==> config.mk <==
export PLATFORM = sky130hd
export DESIGN_NAME = cpu_run_controller
export DESIGN_NICKNAME = d
export VERILOG_FILES = /design/src/rtl/cpu_dbg_defs_pkg.sv /design/src/rtl/cpu_run_controller_pc_trace_ring.sv /design/src/rtl/cpu_run_controller.sv
export SDC_FILE = /design/constraint.sdc
export NUM_CORES = 1
export LEC_CHECK = 0
export ABC_AREA = 1
export CAP_MARGIN = 20
export CORE_AREA = 3 3 340 174
export CTS_CLUSTER_DIAMETER = 150
export DETAILED_ROUTE_END_ITERATION = 7
export DIE_AREA = 0 0 343 177
export PLACE_DENSITY = 0.6
export REMOVE_ABC_BUFFERS = 1
export SETUP_SLACK_MARGIN = 0.4
export SKIP_LAST_GASP = 1
export SYNTH_ARGS = -nofsm -noshare
export SYNTH_HDL_FRONTEND = slang
export SYNTH_SLANG_ARGS = --single-unit
==> constraint.sdc <==
create_clock -name clk -period 4 [get_ports clk]
set_input_delay 0.8 -clock clk [delete_from_list [all_inputs] [get_ports clk]]
set_output_delay 0.8 -clock clk [all_outputs]
set_load 0.03 [all_outputs]
==> src/rtl/cpu_dbg_defs_pkg.sv <==
`default_nettype none
// +--------------------------------------------------------------------------+
// | cpu_dbg_defs : run-state encoding and default widths for the cpu run     |
// | controller, its cpu top and benches.  Revision 1.0                       |
// +--------------------------------------------------------------------------+
package cpu_dbg_defs;

  localparam int unsigned DEF_XLEN  = 32;
  localparam int unsigned DEF_CNT_W = 32;

  localparam logic [1:0] ST_IDLE     = 2'd0;
  localparam logic [1:0] ST_RST_HOLD = 2'd1;
  localparam logic [1:0] ST_RUN      = 2'd2;
  localparam logic [1:0] ST_DONE     = 2'd3;

endpackage
`default_nettype wire

==> src/rtl/cpu_run_controller_pc_trace_ring.sv <==
`default_nettype none
// +--------------------------------------------------------------------------+
// | pc_trace_ring : ring buffer of recent PCs with saturating entry count    |
// | and combinational newest-first indexed read.  Revision 1.0               |
// +--------------------------------------------------------------------------+
module pc_trace_ring
  import cpu_dbg_defs::*;
#(
  parameter int unsigned XLEN        = DEF_XLEN,
  parameter int unsigned TRACE_DEPTH = 16,
  localparam int unsigned TR_AW      = $clog2(TRACE_DEPTH)
) (
  input  logic              clk,
  input  logic              reset,
  input  logic              clr,
  input  logic              wr_en,
  input  logic [XLEN-1:0]   wr_pc,
  input  logic [TR_AW-1:0]  rd_idx,
  output logic [XLEN-1:0]   rd_pc,
  output logic [TR_AW:0]    count
);

  logic [XLEN-1:0]  mem_q [TRACE_DEPTH];
  logic [TR_AW-1:0] wptr_q, wptr_d;
  logic [TR_AW:0]   count_q, count_d;
  logic [TR_AW-1:0] rd_addr;

  always_comb begin
    wptr_d  = wptr_q;
    count_d = count_q;
    if (clr) begin
      count_d = '0;
    end else if (wr_en) begin
      wptr_d = wptr_q + TR_AW'(1);
      if (count_q != (TR_AW+1)'(TRACE_DEPTH)) begin
        count_d = count_q + (TR_AW+1)'(1);
      end
    end
  end

  always_ff @(posedge clk) begin
    if (reset) begin
      wptr_q  <= '0;
      count_q <= '0;
    end else begin
      wptr_q  <= wptr_d;
      count_q <= count_d;
    end
  end

  // Storage carries no reset; entries beyond count are never exposed.
  always_ff @(posedge clk) begin
    if (wr_en) begin
      mem_q[wptr_q] <= wr_pc;
    end
  end

  assign rd_addr = wptr_q - TR_AW'(1) - rd_idx;
  assign rd_pc   = ({1'b0, rd_idx} < count_q) ? mem_q[rd_addr] : '0;
  assign count   = count_q;

endmodule
`default_nettype wire

==> src/rtl/cpu_run_controller.sv <==
`default_nettype none
// +--------------------------------------------------------------------------+
// | cpu_run_controller : sequences cpu reset, counts RUN cycles, detects     |
// | PC self-loop halt or timeout, keeps a PC trace.  Revision 1.0            |
// +--------------------------------------------------------------------------+
module cpu_run_controller
  import cpu_dbg_defs::*;
#(
  parameter int unsigned XLEN         = DEF_XLEN,
  parameter int unsigned CNT_W        = DEF_CNT_W,
  parameter int unsigned RESET_CYCLES = 4,
  parameter int unsigned HALT_REPEAT  = 8,
  parameter int unsigned MAX_CYCLES   = 100000,
  parameter int unsigned TRACE_DEPTH  = 16,
  localparam int unsigned TR_AW       = $clog2(TRACE_DEPTH)
) (
  input  logic              clk,
  input  logic              reset,
  input  logic              start,
  input  logic [XLEN-1:0]   pc_in,
  output logic              cpu_reset,
  output logic              running,
  output logic              done,
  output logic              halted,
  output logic              timeout,
  output logic [CNT_W-1:0]  cycle_count,
  output logic [TR_AW:0]    trace_count,
  input  logic [TR_AW-1:0]  trace_idx,
  output logic [XLEN-1:0]   trace_pc
);

  localparam int unsigned RST_W = $clog2(RESET_CYCLES + 1);
  localparam int unsigned RPT_W = $clog2(HALT_REPEAT);

  logic [1:0]       state_q, state_d;
  logic [RST_W-1:0] hold_q, hold_d;
  logic [CNT_W-1:0] cnt_q, cnt_d;
  logic [RPT_W-1:0] rpt_q, rpt_d;
  logic [XLEN-1:0]  last_pc_q, last_pc_d;
  logic             halted_q, halted_d;
  logic             timeout_q, timeout_d;

  logic             first_run;
  logic             pc_same;
  logic [CNT_W-1:0] cnt_inc;
  logic [RPT_W-1:0] rpt_next;
  logic             trace_clr;
  logic             trace_we;

  always_comb begin
    state_d   = state_q;
    hold_d    = hold_q;
    cnt_d     = cnt_q;
    rpt_d     = rpt_q;
    last_pc_d = last_pc_q;
    halted_d  = halted_q;
    timeout_d = timeout_q;
    trace_clr = 1'b0;
    trace_we  = 1'b0;
    // A zero cycle count in RUN marks the first cycle, which has no previous PC.
    first_run = (cnt_q == '0);
    pc_same   = (pc_in == last_pc_q);
    cnt_inc   = cnt_q + CNT_W'(1);
    rpt_next  = (first_run || !pc_same) ? '0 : rpt_q + RPT_W'(1);
    case (state_q)
      ST_IDLE, ST_DONE: begin
        if (start) begin
          state_d   = ST_RST_HOLD;
          hold_d    = '0;
          cnt_d     = '0;
          rpt_d     = '0;
          halted_d  = 1'b0;
          timeout_d = 1'b0;
          trace_clr = 1'b1;
        end
      end
      ST_RST_HOLD: begin
        if (hold_q == RST_W'(RESET_CYCLES - 1)) begin
          state_d = ST_RUN;
        end else begin
          hold_d = hold_q + RST_W'(1);
        end
      end
      ST_RUN: begin
        cnt_d     = cnt_inc;
        rpt_d     = rpt_next;
        last_pc_d = pc_in;
        trace_we  = first_run || !pc_same;
        // Halt takes priority when both conditions land on the same cycle.
        if (rpt_next == RPT_W'(HALT_REPEAT - 1)) begin
          state_d  = ST_DONE;
          halted_d = 1'b1;
        end else if (cnt_inc == CNT_W'(MAX_CYCLES)) begin
          state_d   = ST_DONE;
          timeout_d = 1'b1;
        end
      end
      default: state_d = ST_IDLE;
    endcase
  end

  always_ff @(posedge clk) begin
    if (reset) begin
      state_q   <= ST_IDLE;
      hold_q    <= '0;
      cnt_q     <= '0;
      rpt_q     <= '0;
      last_pc_q <= '0;
      halted_q  <= 1'b0;
      timeout_q <= 1'b0;
    end else begin
      state_q   <= state_d;
      hold_q    <= hold_d;
      cnt_q     <= cnt_d;
      rpt_q     <= rpt_d;
      last_pc_q <= last_pc_d;
      halted_q  <= halted_d;
      timeout_q <= timeout_d;
    end
  end

  pc_trace_ring #(
    .XLEN        (XLEN),
    .TRACE_DEPTH (TRACE_DEPTH)
  ) u_trace (
    .clk    (clk),
    .reset  (reset),
    .clr    (trace_clr),
    .wr_en  (trace_we),
    .wr_pc  (pc_in),
    .rd_idx (trace_idx),
    .rd_pc  (trace_pc),
    .count  (trace_count)
  );

  assign cpu_reset   = (state_q == ST_IDLE) || (state_q == ST_RST_HOLD);
  assign running     = (state_q == ST_RUN);
  assign done        = (state_q == ST_DONE);
  assign halted      = halted_q;
  assign timeout     = timeout_q;
  assign cycle_count = cnt_q;

endmodule
`default_nettype wire
## After elaboration in Yosys (flattened, before gate mapping)

Memories as Yosys holds them, arrays and structs flattened.
Index checks and enable logic that the tools add are counted.

- Memories kept: 1
- Logic and storage cells: 74
- Input port bits: 39
- RAM bits: 512
- Register bits: 83

- $add $sub $neg: 7
- Muxes and demuxes: 24
- Bitwise logic cells: 1
- $lt $le $gt $ge: 1
- Reduce and logical (&&, ||, !) cells: 16
- Eq/ne operators: 15

Memories:

| memory | depth | width | read ports | clocked after Yosys merged registers in | write ports | line | source |
|---|---|---|---|---|---|---|---|
| u_trace.mem_q | 16 | 32 | 1 | 0 | 1 | cpu_run_controller_pc_trace_ring.sv:23 | `logic [XLEN-1:0] mem_q [TRACE_DEPTH];` |

Operators with widths:

| operator | count |
|---|---|
| two-way mux 32 bit | 2 |
| case mux 32 bit (2 select lines) | 1 |
| adder 32 x 1 -> 32 bit (second input constant) | 1 |
| == test 32 x 17 -> 1 bit (second input constant) | 1 |
| == test 32 bit | 1 |
| zero test 32 bit | 1 |
| case mux 3 bit (2 select lines) | 2 |
| two-way mux 1 bit | 9 |
| two-way mux 3 bit | 3 |
| AND reduction 3 bit | 3 |
| two-way mux 2 bit | 4 |
| != test 2 bit (second input constant) | 4 |
| adder 3 x 1 -> 3 bit (second input constant) | 2 |
| case mux 2 bit (3 select lines) | 1 |
| AND reduction 2 bit | 3 |
| adder 5 x 1 -> 5 bit (second input constant) | 1 |
| < comparator 4 x 5 -> 1 bit | 1 |
| != test 5 bit (second input constant) | 1 |
| adder 4 x 1 -> 4 bit (second input constant) | 1 |
| == test 2 bit (second input constant) | 2 |
| != test 2 x 1 -> 1 bit (second input constant) | 2 |
| case mux 1 bit (2 select lines) | 2 |
| AND reduction 4 bit | 1 |
| nonzero test 2 bit | 2 |
| 11 further kinds | 13 |

## Logic depth before layout (Yosys ltp)

Gate-level depths: netlist of run 1.

- Depth in word-level cells: 7
- Mapped depth: 16

## Hierarchy

A second synthesis of run 1 with hierarchy kept.

- Cells, all modules: 2,538
- Area, all modules: 26,047.5 um^2

Modules (own cells, without submodules):

| module | seq. area each (um^2) | area each (um^2) | instances | cells an instance |
|---|---|---|---|---|
| pc_trace_ring | 15,554.9 | 21,476.8 | 1 | 1,800 |
| cpu_run_controller | 1,481.4 | 4,570.6 | 1 | 738 |

## Worst setup path after synthesis of run 1

OpenSTA, ideal clock, no wires.

- Kind: input -> output
- Start point: in trace_idx[0]
- End point: out trace_pc[30]
- Arrival time: 2.985 ns
- Stages: 10
- Required time: 3.200 ns
- Path slack: 0.215 ns
- Cells stage by stage: inv_1 > ha_1 > fa_1 > inv_1 > clkbuf_1 > buf_1 > a21oi_1 > a221oi_1 > o21ai_0 > a21oi_1

- Longest elaborated chain between the ends: 3

Ends and longest elaborated chain:

| element | line | source |
|---|---|---|
| from (decl) | cpu_run_controller.sv:28 | `input logic [TR_AW-1:0] trace_idx,` |
| subtractor 4 bit | cpu_run_controller_pc_trace_ring.sv:58 | `assign rd_addr = wptr_q - TR_AW'(1) - rd_idx;` |
| memory read (16 x 32 bit) | n/a |  |
| two-way mux 32 bit (*) | cpu_run_controller_pc_trace_ring.sv:59 | `assign rd_pc = ({1'b0, rd_idx} < count_q) ? mem_q[rd_addr] : '0;` |
| to (decl) | cpu_run_controller.sv:29 | `output logic [XLEN-1:0] trace_pc` |

Mark *: on every way between the ends. The rest lies on a longest branch, timed or not.

## Worst setup path in the final report of run 1

- Start point: reg u_trace.wptr_q[0]
- End point: out trace_pc[5]

- Longest elaborated chain between the ends: 4

Ends and longest elaborated chain:

| element | line | source |
|---|---|---|
| from (decl) | cpu_run_controller_pc_trace_ring.sv:24 | `logic [TR_AW-1:0] wptr_q, wptr_d;` |
| from (signal assigned) | cpu_run_controller_pc_trace_ring.sv:46 | `wptr_q <= wptr_d;` |
| subtractor 4 x 1 -> 4 bit | cpu_run_controller_pc_trace_ring.sv:58 |  |
| subtractor 4 bit | cpu_run_controller_pc_trace_ring.sv:58 |  |
| memory read (16 x 32 bit) | n/a |  |
| two-way mux 32 bit | cpu_run_controller_pc_trace_ring.sv:59 |  |

Every way passes these cells.

==> metrics.md, run 1 <==
| Metric | Value |
|---|---|
| Filler cell count | `4699` |
| GPL Wtd Cong | `0.885` |
| CP Cell Sequence | `ha_4 > fa_4 > clkinv_8 > buf_16 > buf_12 > o21ai_0 > nor2_1 > o21ai_0 > nand2_1 > nand2_1 > nor2_1 > buf_4` |
| Final HPWL DP | `approximately 43 mm` |
| Synth Area in Compound Gates | `12.2%` |
| Clk slew on worst S/H paths | `60 ps` |
| Synth Area in XOR/XNOR | `~1.2%` |
| Share of cells above drive strength 1 | `15.4%` |
| Hold buffer count at cts | `0` |
| Top post-synthesis cells by area | `edfxtp_1 61%, o21ai_0 8.3%, nor2_1 7.7%, dfxtp_1 6.6%, nand2_1 4.7%` |
| Largest stage delay, worst path | `900 ps` |
| 1st-iter DRT viols | `2206` |
| Ys async rst share | `0%` |
| Worst-Skew Late Latency | `610 ps` |
| Slew @ Worst Pin | `1010 ps` |
| Synth top area share | `60.8%` |
| Final worst path period share | `102%` |
| H-tree depth | `2` |
| Critical path class | `reg -> out` |
| Post-synth top cells | `520 x nor2_1, 512 x edfxtp_1, 420 x o21ai_0` |
| Drt first pass iters | `6` |
| Fin. Hold Viols | `0` |
| Placed cells | `3243` |
| Core Region | `55900 um2` |
| Non-filler cells in the finished layout | `3379` |
| Synth Area in Adders | `under 10%` |
| Largest family of logic cells by synthesized area | `simple AND/OR/NAND/NOR gates` |
| Site Rows | `61` |
| Vias in the first global route | `18100` |
| Total CTS buffers | `55` |
| Status | `finished, violations left` |
| Area occupied by registers | `17000 um2` |
| Slew headroom | `32.3%` |
| CP Max Fanout | `14` |
| Post-DR vias/cell | `5.54` |
| Final Max Tran Viols | `0` |
| Setup tns final | `-653 ps` |
| RSZ-0062 raised after global routing | `yes` |
| Final core utilization | `56.0%` |
| PwrDens | `613 nW/um2` |
| Clock Skew | `26.8 ps` |
| Buffers on Ports | `roughly 110` |
| Synth warnings | `0` |
| CP startpoint kind | `flip-flop` |
| Die Y | `177 um` |
| Initial antenna violation count | `3` |
| Number of synthesized register bits | `595` |
| Finished Cell Area | `approximately 31000 um2` |
| Most frequent cell after synthesis | `nor2_1` |
| Multi-input combinational cell area | `7810 um2` |
| Total Routing Usage GR | `24.3%` |
| Static Leakage | `10.9 nW` |
| Simple-gate share of the synthesized area | `14.8%` |
| Seq/Total Area, Yosys | `67.4%` |
| Global-route wire length before repair | `111 mm` |
| Synthesized cell area | `between 20000 and 30000 um2` |
| Worst vdd ir | `about 0.36 mV` |
| Post-synth cell types | `38` |
| Avg Cell Area, Syn | `approximately 11 um2` |
| Die footprint | `60700 um2` |
| Synthesis-to-finish area growth | `23.8%` |
| Sink Count | `595` |
| Failing checks | `negative setup slack` |
| Io pins | `113` |
| Most used flip-flop cell after synthesis | `edfxtp_1` |
| Synth Instances | `about 2400` |
| Initial Util | `45.2%` |
| Critical path arrival | `approximately 3300 ps` |
| Root Driver | `clkbuf_16` |
| Post-route minimum period | `~4100 ps` |
| DRC Markers | `0` |
| Ant diodes | `0` |
| Pin count of the biggest net entering global routing | `70` |
| Routed vias | `between 15000 and 20000` |
| Final net count | `2640` |
| Multiplexer area fraction after synthesis | `0%` |
| Clk buf depth | `3` |
| Die X | `343 um` |
| Grt total ovfl | `0` |
| Final worst slack | `-78.3 ps` |
| DRT antenna net count | `0` |
| Maxcap violations | `0` |
| Hold Path Class | `reg -> reg` |
| Fmax | `0.245 GHz` |
| Number of flops mapped to enable cells by yosys | `512` |
| Placed Area | `28500 um2` |
| Endpoints failing setup | `17` |
| Crit-path slowest cell | `fa_4` |
| Wire length per cell | `21.9 um` |
| Final wirelength | `74.1 mm` |
| Critical path endpoint category | `output port` |
| Critical Path RT | `roughly 3200 ps` |
| Cell taking the most area after synthesis | `edfxtp_1` |
| TritonCTS clock tree | `yes` |
==> where the power goes <==
group	switching, W	internal [W]
logic	0.00406	0.00271
clock network	0.00236	0.00287
registers	0.000144	0.00702
==> area by class of cell <==
type                    instances  share of cell area [%]
clock inverters                26                   0.804
clock buffers                  77                    4.86
multi-input cells            1552                    25.0
inverters                      80                    1.03
flip-flops and latches        595                    54.5
repair buffers                293                    10.8
well taps                     756                    3.02
==> critical path, delay by kind of cell, from the launching register on <==
family,cells,cell delay [ps]
compound gates,2,270
fa+ha+maj,2,1060
buf+inv,4,630
flops,1,350
simple gates,4,340
==> path summary, 6_finish.rpt <==
| kind | from | end | slack, ps | depth (start not counted) |
|---|---|---|---|---|
| worst min register to register | hold_q[2] | hold_q[2] | 470 | 2 |
| worst max register to register | cycle_count[0] | u_trace.mem_q[14][12] | 870 | 12 |
| worst max-delay path | u_trace.wptr_q[0] | trace_pc[5] | -80 | 12 |
| worst min-delay path | hold_q[2] | hold_q[2] | 470 | 2 |
==> layer usage <==
metal / vias up / routed length, um / track usage, %
li1: 8713 / - / -
met1: 9130 / 33100 / 36.0
met2: 770 / 32900 / 37.4
met3: 112 / 6300 / 4.11
met4: 0 / 1780 / 6.04
met5: - / 0 / 0
==> stage by stage <==
stage                     hold WS [ps]  power, W  setup slack [ps]
after floorplan                    438    0.0104             -7500
after global placement             450    0.0126              -650
after detailed placement           463    0.0126              -660
after CTS                          473    0.0189              -197
after global routing               486    0.0201              -221
final                              469    0.0192             -78.3
==> state kept, by name, summed over array words and instances (netlist names) <==
register	cells
u_trace.wptr_q	4
cycle_count	32
last_pc_q	32
halted	1
u_trace.mem_q	512
hold_q	3
u_trace.count	5
timeout	1
state_q	2
rpt_q	3
==> cells in the final DEF (no fill, tap or decap), types with 3 or more instances in the layout <==
| cell type | Yosys | layout |
|---|---|---|
| edfxtp_1 | 512 | 512 |
| nor2_1 | 520 | 498 |
| o21ai_0 | 420 | 313 |
| nand2_1 | 319 | 310 |
| buf_4 | 1 | 139 |
| o21ai_1 | 2 | 81 |
| dfxtp_1 | 83 | 81 |
| clkdlybuf4s50_1 | 0 | 78 |
| inv_1 | 77 | 72 |
| a21oi_1 | 65 | 65 |
| clkbuf_16 | 0 | 60 |
| o221ai_1 | 62 | 57 |
| buf_12 | 0 | 45 |
| nand3_1 | 40 | 40 |
| o21ai_2 | 0 | 27 |
| nor2_4 | 8 | 25 |
| nand2_2 | 12 | 21 |
| ha_1 | 23 | 21 |
| xor2_1 | 18 | 18 |
| clkbuf_1 | 122 | 17 |
| xnor2_1 | 18 | 16 |
| buf_16 | 0 | 15 |
| clkinv_1 | 2 | 12 |
| nor2_2 | 6 | 11 |
| nand4_1 | 7 | 7 |
| nand3b_1 | 7 | 7 |
| clkinv_2 | 0 | 7 |
| buf_6 | 0 | 7 |
| or2_2 | 6 | 6 |
| o221ai_2 | 0 | 5 |
| a221oi_1 | 4 | 4 |
| clkbuf_8 | 0 | 4 |
| clkinvlp_4 | 0 | 3 |
| bufinv_16 | 0 | 3 |
==> logic make-up after synthesis <==
| logic type | count (synthesis) |
|---|---|
| and+or+nand+nor | 932 |
| AOI/OAI and AO/OA | 560 |
| adders and majority gates | 24 |
| DFF | 595 |
| buffers and inverters | 209 |
| xor gates and xnor gates | 36 |
==> timing repair <==
item / CTS / global route
cloned: 13 / 4
endpoints found under the setup margin: 32 / 33
resized for setup: 153 / 74
pin swaps: 38 / 44
buffers inserted: 13 / 3
Note: power is estimated with default switching activity, not from simulation.
==> run 2: changes to the inputs <==
--- a/config.mk
+++ b/config.mk
@@ -7,10 +7,10 @@
 export LEC_CHECK = 0
 export ABC_AREA = 1
 export CAP_MARGIN = 20
-export CORE_AREA = 3 3 340 174
+export CORE_AREA = 3 3 241 243
 export CTS_CLUSTER_DIAMETER = 150
 export DETAILED_ROUTE_END_ITERATION = 7
-export DIE_AREA = 0 0 343 177
+export DIE_AREA = 0 0 244 246
 export PLACE_DENSITY = 0.6
 export REMOVE_ABC_BUFFERS = 1
 export SETUP_SLACK_MARGIN = 0.4
==> metrics.md, run 2 (same netlist as run 1, synthesis figures left out) <==
| Metric | Value |
|---|---|
| Status | `finished, violations left` |
| Failing checks | `negative setup slack` |
| Final core utilization | `56.1%` |
| Critical Path RT | `about 3200 ps` |
| Fin. Hold Viols | `0` |
| Reg-to-reg startpoint | `cycle_count[0]` |
| Critical path arrival | `between 3000 and 4000 ps` |
| Largest register FFs | `512` |
| Maxcap violations | `0` |
| Crit-path slowest cell | `fa_4` |
| Hold buffer count at cts | `0` |
| Static Leakage | `10.9 nW` |
| Sink Count | `approximately 600` |
| Critical path endpoint category | `output port` |
| Final wirelength | `74.3 mm` |
| Final HPWL DP | `approximately 43 mm` |
| Placed cells | `3225` |
| Clock share of power | `29.0%` |
| Routed vias | `about 19000` |
| Min-delay src | `hold_q[2]` |
| CP Max Fanout | `8` |
| Worst-Skew Late Latency | `roughly 620 ps` |
| Commonest cells after routing, fill and taps aside | `512 x edfxtp_1, 486 x nor2_1, 316 x o21ai_0` |
| Commonest non-fill, non-tap cell in the layout | `edfxtp_1` |
| 1st-iter DRT viols | `1943` |
| Post-route minimum period | `slightly above 4000 ps` |
| Vias in the first global route | `18000` |
| Initial Util | `45.0%` |
| CP bufs+invs | `7` |
| Die X | `244 um` |
| Pin count of the biggest net entering global routing | `between 70 and 80` |
| Final worst slack | `-109 ps` |
| Hold Crit Endpoint | `hold_q[2]` |
| Die footprint | `60000 um2` |
| Synthesis-to-finish area growth | `24.7%` |
| Io pins | `roughly 110` |
| Initial antenna violation count | `1` |
| Fmax | `0.243 GHz` |
| Setup tns final | `-1090 ps` |
| Core Region | `~56000 um2` |
| Final worst path period share | `103%` |
| Worst vdd ir | `0.364 mV` |
| H-tree depth | `2` |
| Global-route wire length before repair | `110 mm` |
| R2r setup slk | `930 ps` |
| Wire length per cell | `22.0 um` |
| Filler cell count | `4764` |
| Share of cells above drive strength 1 | `16.8%` |
| Slew headroom | `approximately 30%` |
| Worst Reg-to-Reg Cells | `11` |
| Top reg by flops | `u_trace.mem_q` |
| Slew @ Worst Pin | `1050 ps` |
| Hold Path Class | `reg -> reg` |
| Critical path class | `reg -> out` |
| Final net count | `approximately 2600` |
| CP startpoint kind | `flip-flop` |
| Cell family with most CP delay | `adder cells` |
| Grt total ovfl | `0` |
| Clock Skew | `around 23 ps` |
| TritonCTS clock tree | `yes` |
| GPL Wtd Cong | `0.865` |
| Buffers on Ports | `approximately 110` |
| Total Power | `0.0195 W` |
| Root Driver | `clkbuf_16` |
| Site Rows | `87` |
| Endpoints failing setup | `21` |
| Final Max Tran Viols | `0` |
| Hold path depth | `2` |
| Non-filler cells in the finished layout | `about 3400` |
| Drt first pass iters | `5` |
| Comb power frac | `about 34%` |
| Clk slew on worst S/H paths | `60 ps` |
| CP Cell Sequence | `ha_4 > fa_4 > buf_12 > buf_12 > clkinv_16 > clkbuf_16 > buf_6 > o21ai_0 > o221ai_1 > o21ai_1 > nand2_1 > nand2_1 > nor2_1 > buf_4 > buf_6` |
| DRT antenna net count | `0` |
| Worst R2R End | `u_trace.mem_q[0][4]` |
| P_sw | `approximately 0.0066 W` |
| Total CTS buffers | `59` |
| Total Routing Usage GR | `24.1%` |
| Largest stage delay, worst path | `780 ps` |
| DRC Markers | `0` |
| Pint | `0.0129 W` |
| Clk buf depth | `3` |
| PwrDens | `619 nW/um2` |
| Sw Share | `33.6%` |
| Post-DR vias/cell | `5.53` |
| Reg power frac | `36.8%` |
| RSZ-0062 raised after global routing | `yes` |
| Die Y | `roughly 250 um` |
[run 2: changes by cell type in the layout (fill, tap and decap cells not counted), moves of 7 or more]
cell,delta
nor2_2,+9
nor2_1,-12
clkbuf_1,-8
buf_16,-7
buf_4,-28
buf_6,+20
[run 2: timing repair]
item | 4_1_cts | 5_1_grt
cloned | 5 | 8
pin swaps | 24 | 86
resized for setup | 131 | 149
buffers inserted | 18 | 9
setup endpoints to repair | 32 | 32
[run 2: power by group through the flow]
stage / logic, W / registers (W) / clock network, W
6_report: 0.00668 / 0.00717 / 0.00565
2_1_floorplan: 0.00306 / 0.00729 / 0
4_1_cts: 0.00592 / 0.00717 / 0.00573
3_3_place_gp: 0.00509 / 0.00729 / 0
5_1_grt: 0.00724 / 0.00720 / 0.00599
3_5_place_dp: 0.00515 / 0.00730 / 0
[run 2: layer usage]
metal	global-route usage [%]	share of wire, %	vias up
met5	0	0	-
met1	33.0	42	9116
li1	-	-	8689
met3	4.19	7.5	135
met4	8.35	3.1	0
met2	39.2	48	742
[run 2: layout make-up]
class | instances | area, um2 | share of cell area (%)
Clock buffer | 70 | 1540 | 4.88
Tap cell | 756 | 946 | 3.00
Multi-Input combinational cell | 1552 | 7930 | 25.2
Clock inverter | 40 | 443 | 1.41
Inverter | 80 | 335 | 1.06
Sequential cell | 595 | 17000 | 54.1
Timing Repair Buffer | 282 | 3280 | 10.4
Antenna cell | 1 | 2.50 | 0.00794
[run 2: how the worst max path moves through the flow]
stage                           start           end  slack (ps)  depth (start not counted)
floorplan                trace_idx[0]   trace_pc[0]       -7500                          9
global placement         trace_idx[0]  trace_pc[22]        -700                         12
detailed placement       trace_idx[0]   trace_pc[1]        -710                         14
CTS                 u_trace.wptr_q[0]  trace_pc[23]        -170                         15
global route        u_trace.wptr_q[0]  trace_pc[15]        -210                         14
finish              u_trace.wptr_q[0]   trace_pc[4]        -110                         15
[run 2: worst register-to-register path: stages, from the launching register on]
cell and delay, ps:
dfxtp_1 370, inv_1 150, ha_1 230, nand3_1 90, nor2_1 100, nand3_1 110
nor2_1 150, nor2_1 110, a21oi_4 170, nand2_1 200, nor2_4 840, buf_12 260
[run 2: through the flow]
stage	setup slack [ps]	hold WS (ps)	instance area [um2]
6_report	-109	466	31500
5_1_grt	-209	499	31500
4_1_cts	-174	474	30900
3_5_place_dp	-708	463	28300
3_3_place_gp	-697	448	28300
2_1_floorplan	-7500	438	24800
